$ cat config.mk
export PLATFORM = sky130hd
export DESIGN_NAME = half_adder
export DESIGN_NICKNAME = d
export VERILOG_FILES = /design/src/rtl/half_adder.sv
export SDC_FILE = /design/constraint.sdc
export NUM_CORES = 1
export LEC_CHECK = 0
export CORE_AREA = 3 3 40 42
export CTS_CLUSTER_DIAMETER = 30
export DETAILED_ROUTE_END_ITERATION = 6
export DIE_AREA = 0 0 43 45
export PLACE_DENSITY = 0.64
export REMOVE_ABC_BUFFERS = 1
export SLEW_MARGIN = 15
export SYNTH_ARGS = -nofsm -noshare
export SYNTH_HDL_FRONTEND = slang
export SYNTH_SLANG_ARGS = --single-unit
$ cat constraint.sdc
create_clock -name clk -period 1.9 [get_ports clk]
set_input_delay 0.38 -clock clk [delete_from_list [all_inputs] [get_ports clk]]
set_output_delay 0.38 -clock clk [all_outputs]
set_load 0.02 [all_outputs]
$ cat src/rtl/half_adder.sv
// half_adder: WIDTH independent half-adder lanes behind a registered output
// stage with a one-entry skid buffer. Each result leaves the block one cycle
// after it was accepted.
//
// Handshake: a transfer happens on a rising clk edge where valid and ready are
// both 1. The producer holds in_valid/a/b until in_ready accepts them. The
// block holds out_valid/sum/carry stable until out_ready accepts them.
// in_ready is decoded from the occupancy state alone, so it never depends
// combinationally on out_ready.
module half_adder #(
  parameter int WIDTH = 1
) (
  input  logic             clk,
  input  logic             rst_n,
  input  logic [WIDTH-1:0] a,
  input  logic [WIDTH-1:0] b,
  input  logic             in_valid,
  output logic             in_ready,
  output logic [WIDTH-1:0] sum,
  output logic [WIDTH-1:0] carry,
  output logic             out_valid,
  input  logic             out_ready
);

  // Occupancy of the output register and skid buffer.
  // ST_RESET : first cycle after reset release, nothing is accepted yet
  // ST_EMPTY : output register and skid buffer both empty
  // ST_ONE   : output register holds a result, skid buffer empty
  // ST_TWO   : output register and skid buffer both hold results
  typedef enum logic [1:0] {
    ST_RESET = 2'd0,
    ST_EMPTY = 2'd1,
    ST_ONE   = 2'd2,
    ST_TWO   = 2'd3
  } state_t;

  state_t state_q;
  state_t state_d;

  logic             load_out;
  logic             load_skid;
  logic             skid_to_out;

  logic [WIDTH-1:0] new_sum;
  logic [WIDTH-1:0] new_carry;

  logic [WIDTH-1:0] sum_q;
  logic [WIDTH-1:0] carry_q;
  logic [WIDTH-1:0] skid_sum_q;
  logic [WIDTH-1:0] skid_carry_q;

  // Lanes are fully independent: no carry ripples between bit positions.
  assign new_sum   = a ^ b;
  assign new_carry = a & b;

  assign sum   = sum_q;
  assign carry = carry_q;

  // Occupancy state register; reset parks the block in ST_RESET.
  always_ff @(posedge clk or negedge rst_n) begin
    if (!rst_n) begin
      state_q <= ST_RESET;
    end else begin
      state_q <= state_d;
    end
  end

  // Next-state, handshake outputs and datapath load strobes.
  always_comb begin
    state_d     = state_q;
    in_ready    = 1'b0;
    out_valid   = 1'b0;
    load_out    = 1'b0;
    load_skid   = 1'b0;
    skid_to_out = 1'b0;
    case (state_q)
      ST_RESET: begin
        state_d = ST_EMPTY;
      end
      ST_EMPTY: begin
        in_ready = 1'b1;
        if (in_valid) begin
          load_out = 1'b1;
          state_d  = ST_ONE;
        end
      end
      ST_ONE: begin
        in_ready  = 1'b1;
        out_valid = 1'b1;
        case ({in_valid, out_ready})
          2'b10: begin
            // Consumer stalled: park the new result, keep outputs stable.
            load_skid = 1'b1;
            state_d   = ST_TWO;
          end
          2'b11: begin
            // Old result leaves while the new one replaces it.
            load_out = 1'b1;
            state_d  = ST_ONE;
          end
          2'b01: begin
            state_d = ST_EMPTY;
          end
          default: begin
            state_d = ST_ONE;
          end
        endcase
      end
      ST_TWO: begin
        out_valid = 1'b1;
        if (out_ready) begin
          skid_to_out = 1'b1;
          state_d     = ST_ONE;
        end
      end
      default: begin
        state_d = ST_RESET;
      end
    endcase
  end

  // Output register: loaded from the lanes or refilled from the skid buffer.
  always_ff @(posedge clk or negedge rst_n) begin
    if (!rst_n) begin
      sum_q   <= '0;
      carry_q <= '0;
    end else if (load_out) begin
      sum_q   <= new_sum;
      carry_q <= new_carry;
    end else if (skid_to_out) begin
      sum_q   <= skid_sum_q;
      carry_q <= skid_carry_q;
    end
  end

  // Skid buffer: captures a result accepted while the output is stalled.
  always_ff @(posedge clk or negedge rst_n) begin
    if (!rst_n) begin
      skid_sum_q   <= '0;
      skid_carry_q <= '0;
    end else if (load_skid) begin
      skid_sum_q   <= new_sum;
      skid_carry_q <= new_carry;
    end
  end

endmodule

# [After elaboration in Yosys (flattened, before gate mapping)]
# Cells that the tools add are included.
[totals] ff_bits=6 in_bits=6 output_inout_bits=4 elab_cells=37
[classes] eq_ne=8 mux=17 bitwise=2 n_reduce_logical=5
[ops] cell="1-bit 2-to-1 mux" count=12
[ops] cell="2-bit equality test, second input constant" count=4
[ops] cell="2-bit case mux with 4 select lines" count=1
[ops] cell="2-bit by 1-bit equality test with 1-bit output, second input constant" count=2
[ops] cell="2-bit 2-to-1 mux" count=2
[ops] cell="2-bit inequality test, second input constant" count=2
[ops] cell="2-bit case mux with 2 select lines" count=1
[ops] cell="2-bit OR reduction" count=2
[ops] cell="2-bit zero test" count=1
[ops] cell="1-bit case mux with 2 select lines" count=1
[ops] cell="2-bit AND reduction" count=1
[ops] cell="2-bit nonzero test" count=1
[ops] cell="1-bit AND" count=1
[ops] cell="1-bit XOR" count=1

# [Longest topological paths before layout]
[logic_depth] ltp_word=4 mapped_depth=5 mapped_depth_nobuf=5

# [Least setup slack after synthesis]
# OpenSTA, ideal clock, no wires.
[synth_path] path_type="flip-flop to flip-flop" from="register state_q[1]" to="register carry_q (netlist: carry)" setup_time_ns=0.125 t_arrival_ns=1.256 setup_slack_ns=0.519 path_stages_with_launch=5 path_buffers=0 period_less_slack_ns=1.381 cell_sequence="dfrtp_1 > inv_1 > ha_1 > nand2_1 > mux2_4"
[synth_via] elab_chain_len=3
[synth_lines] element="start: declaration" line="37" text="state_t state_q;"
[synth_lines] element="start signal: assignment" line="64" text="state_q <= state_d;"
[synth_lines] element="2-bit equality test / 2-bit by 1-bit equality test with 1-bit output (equally long branches)" line="76" text="case (state_q)"
[synth_lines] element="1-bit case mux with 2 select lines / 1-bit 2-to-1 mux (equally long branches)" line="76"
[synth_lines] element="1-bit 2-to-1 mux / 2-bit nonzero test (equally long branches)"
[synth_lines] element="end signal: assignment" line="129" text="carry_q <= new_carry;"
[synth_lines] element="end signal: assignment" line="132" text="carry_q <= skid_carry_q;"
[synth_lines] element="end: declaration" line="48" text="logic [WIDTH-1:0] carry_q;"
# Parallel ways exist; a longest one is shown, timed or not.
# A chain may end at the register's enable or synchronous reset.

# [Final worst setup path]
[layout_path] from="register state_q[0]" to="output out_valid"
[layout_via] elab_chain_len=3
[layout_lines] element="2-bit equality test" line="76"
[layout_lines] element="2-bit OR reduction (no source line) *"
[layout_lines] element="1-bit 2-to-1 mux *" line="76"
[layout_lines] element="end: declaration" line="21" text="output logic out_valid,"
# Every way passes the cells marked *; elsewhere a longest branch is shown, timed or not.

==> impl_results.md <==
- Worst-path clk slew: about 0.040 ns
- Worst-Margin Slew: between 0.2 and 0.3 ns
- Design Power: about 850 µW
- Data required, critical path: about 1.5 ns
- CP Class: reg2out
- Finish-stage setup viols: 0
- Worst Hold Class: in2async
- GRT overflow: 0
- Final Max Slew Viols: 0
- Syn Inst Count: 40
- CTS Hold Bufs: 0
- Non-Filler Instances: 70
- Die Span Y: 45 µm
- Clk root buf: clkbuf_4
- Fraction of layout cells with a size suffix above 1: between 20% and 30%
- Initial antenna violation count: 0
- Slew headroom: just over 80%
- Die width: roughly 43 µm
- Buf/Inv on CP: 2
- Sw frac: between 30% and 40%
- DR WL/cell: roughly 11 µm
- Post-Syn Area: 443 µm²
- Setup_tns: 0 ns
- Post-synthesis sequential area ratio: about a third
- CP Capture Type: output port
- Gr usage total: about a tenth
- Seq pwr share: between 20% and 30%
- PwrDens: around 1400 nW/µm²
- Starting Density: approximately a third
- Library cells used by synthesis: 16
- Share of the core filled with cells: 46.0%
- Worst VDD drop: roughly 0.56 mV
- Outcome: finished, final reports clean
- Skew-Pair Late Insertion Delay: approximately 0.24 ns
- Area grow syn2layout: 33.3%
- Placed Instance Area: roughly 570 µm²
- Area of the multi-input gates: roughly 270 µm²
- Global-route wire length before repair: approximately 1.4 mm
- YS warnings: 0
- Max-cap violations: 0
- Yosys reg bits: 6
- CP max-delay cell: dfrtp_1
- Clock share of power: 13.2%
- Placed insts: 67
- Clock H-tree levels: 1
- Detailed Route WL: 775 µm
- DRC viols: 0
- Clk sinks: 6
- Fillers: 123
- Nets: around 70
- Vias in the first global route: between 300 and 400
- Avg Synthesized Cell Area: 11.1 µm²
- Comb power frac: 59.0%
- RSZ-0062 raised after global routing: false
- Post-DP HPWL: between 700 and 800 µm
- Critical path startpoint category: flip-flop
- Ports: 10
- Fmax: between 500 and 600 MHz
- Hold Fails Final Rpt: 0
- Post-route clock period utilization: between 90% and 100%
- Dpl ws: 0.0325 ns
- WP data arrival: approximately 1.4 ns
- Core Box Area: around 1300 µm²
- DR iter-0 viols: 0
- Placer Congestion: around 0.75
- Max incr delay on CP: approximately 0.37 ns
- Final ANT Viol Nets: 0
- CTS Buffer Depth: 2
- Int Power: 518 µW
- Via count: about 330
- CTS tree: built
- Flip-flop and latch area: ~150 µm²
- Switching pwr: approximately 330 µW
- Largest net degree at the start of global routing: 7
- LEAKAGE: 0.307 nW
- TritonRoute pass-1 iters: 1
- Skew final: roughly 0.0023 ns
- Rows: 13
- Worst hold margin: ~0.38 ns
- Detail-routed via count per cell: between 4 and 5
- Inserted Clock Buffers: 3
- Die ar.: 1940 µm²
- Final Cell Area: a little under 600 µm²
- Maximum fanout along the worst path: 4
- IO Port Bufs: 9
- Setup WS post-layout: roughly 0.17 ns
- Ant. Diodes: 0
- Tmin final: ~1.7 ns
- CP delay by family, top: flip-flops
- Worst path cell trace: inv_1, ha_1, or2_2, clkbuf_2
==> flip-flops by register name, indices dropped and copies added (netlist names) <==
register      flops
carry             1
skid_carry_q      1
skid_sum_q        1
state_q           2
sum               1
==> cells in the mapped netlist, drive strengths merged <==
library cell | count | area share [%]
nor3 | 1 | 1.1
or2 | 1 | 1.4
nand2b | 1 | 1.4
nand2 | 3 | 3.1
o22ai | 1 | 1.4
ha | 9 | 25
mux2 | 7 | 19
mux2i | 1 | 2.3
a21oi | 1 | 1.1
a31oi | 1 | 1.4
a22o | 1 | 2.0
dfrtp | 6 | 34
inv | 7 | 5.9
==> power groups by stage <==
stage / combinational (mW) / clock [mW] / sequential [mW]
3_5_place_dp: 0.540 / 0 / 0.241
6_report: 0.499 / 0.112 / 0.236
2_1_floorplan: 0.338 / 0 / 0.248
5_1_grt: 0.556 / 0.127 / 0.248
4_1_cts: 0.518 / 0.118 / 0.239
3_3_place_gp: 0.538 / 0 / 0.231
==> timing repair <==
action | in CTS | in global routing
endpoints found under the setup margin | 2 | 1
pin swaps | 0 | 0
setup buffers | 0 | 0
gates resized for setup | 3 | 1
==> area by class of cell <==
class / count / area share, %
clock buffers: 3 / 3.81
inverters: 7 / 4.45
multi-input cells: 27 / 45.1
flip-flops and latches: 6 / 25.4
well taps: 15 / 3.18
repair buffers: 12 / 18.0
==> path summary, 6_finish.rpt <==
check                                    startpoint                  endpoint  slack (ns)  cells after the start
max in group asynchronous                     rst_n    skid_sum_q$_DFFE_PN0P_        1.30                      1
min reg2reg                skid_carry_q$_DFFE_PN0P_  skid_carry_q$_DFFE_PN0P_        0.51                      1
min                                           rst_n         carry$_DFFE_PN0P_        0.38                      1
max                          state_q[0]$_DFFE_PN0P_                 out_valid        0.17                      4
max reg2reg                  state_q[1]$_DFFE_PN0P_         carry$_DFFE_PN0P_        0.35                      5
min in group clk           skid_carry_q$_DFFE_PN0P_  skid_carry_q$_DFFE_PN0P_        0.51                      1
==> kinds of logic after synthesis <==
| kind of cell | synth area share, % |
|---|---|
| compound gates | 5.93 |
| fa+ha+maj | 25.4 |
| buf+inv | 5.93 |
| flops | 33.9 |
| mux | 21.8 |
| simple gates | 7.06 |
==> per-layer routing <==
metal  vias up  part of all wire, %  GRT usage [%]
li1        163                    -              -
met1       155                   40           9.56
met2         7                   52           17.1
met3         0                  7.5           7.97
met4         0                    0           1.81
met5         -                    0              0
==> cell usage in the layout, fill, tap and decap left out <==
cell type | synthesis | layout
a21oi_1 | 1 | 1
a22o_1 | 1 | 1
a31oi_1 | 1 | 1
buf_4 | 0 | 3
clkbuf_2 | 0 | 1
clkbuf_4 | 0 | 3
clkdlybuf4s50_1 | 0 | 7
dfrtp_1 | 6 | 6
dlygate4sd2_1 | 0 | 1
ha_1 | 9 | 9
inv_1 | 7 | 7
mux2_1 | 3 | 3
mux2_2 | 2 | 2
mux2_4 | 2 | 2
mux2i_1 | 1 | 1
nand2_1 | 2 | 2
nand2_2 | 1 | 1
nand2b_1 | 1 | 1
nor3_1 | 1 | 1
o22ai_1 | 1 | 1
or2_2 | 1 | 1
(Power assumes the default switching activity.)
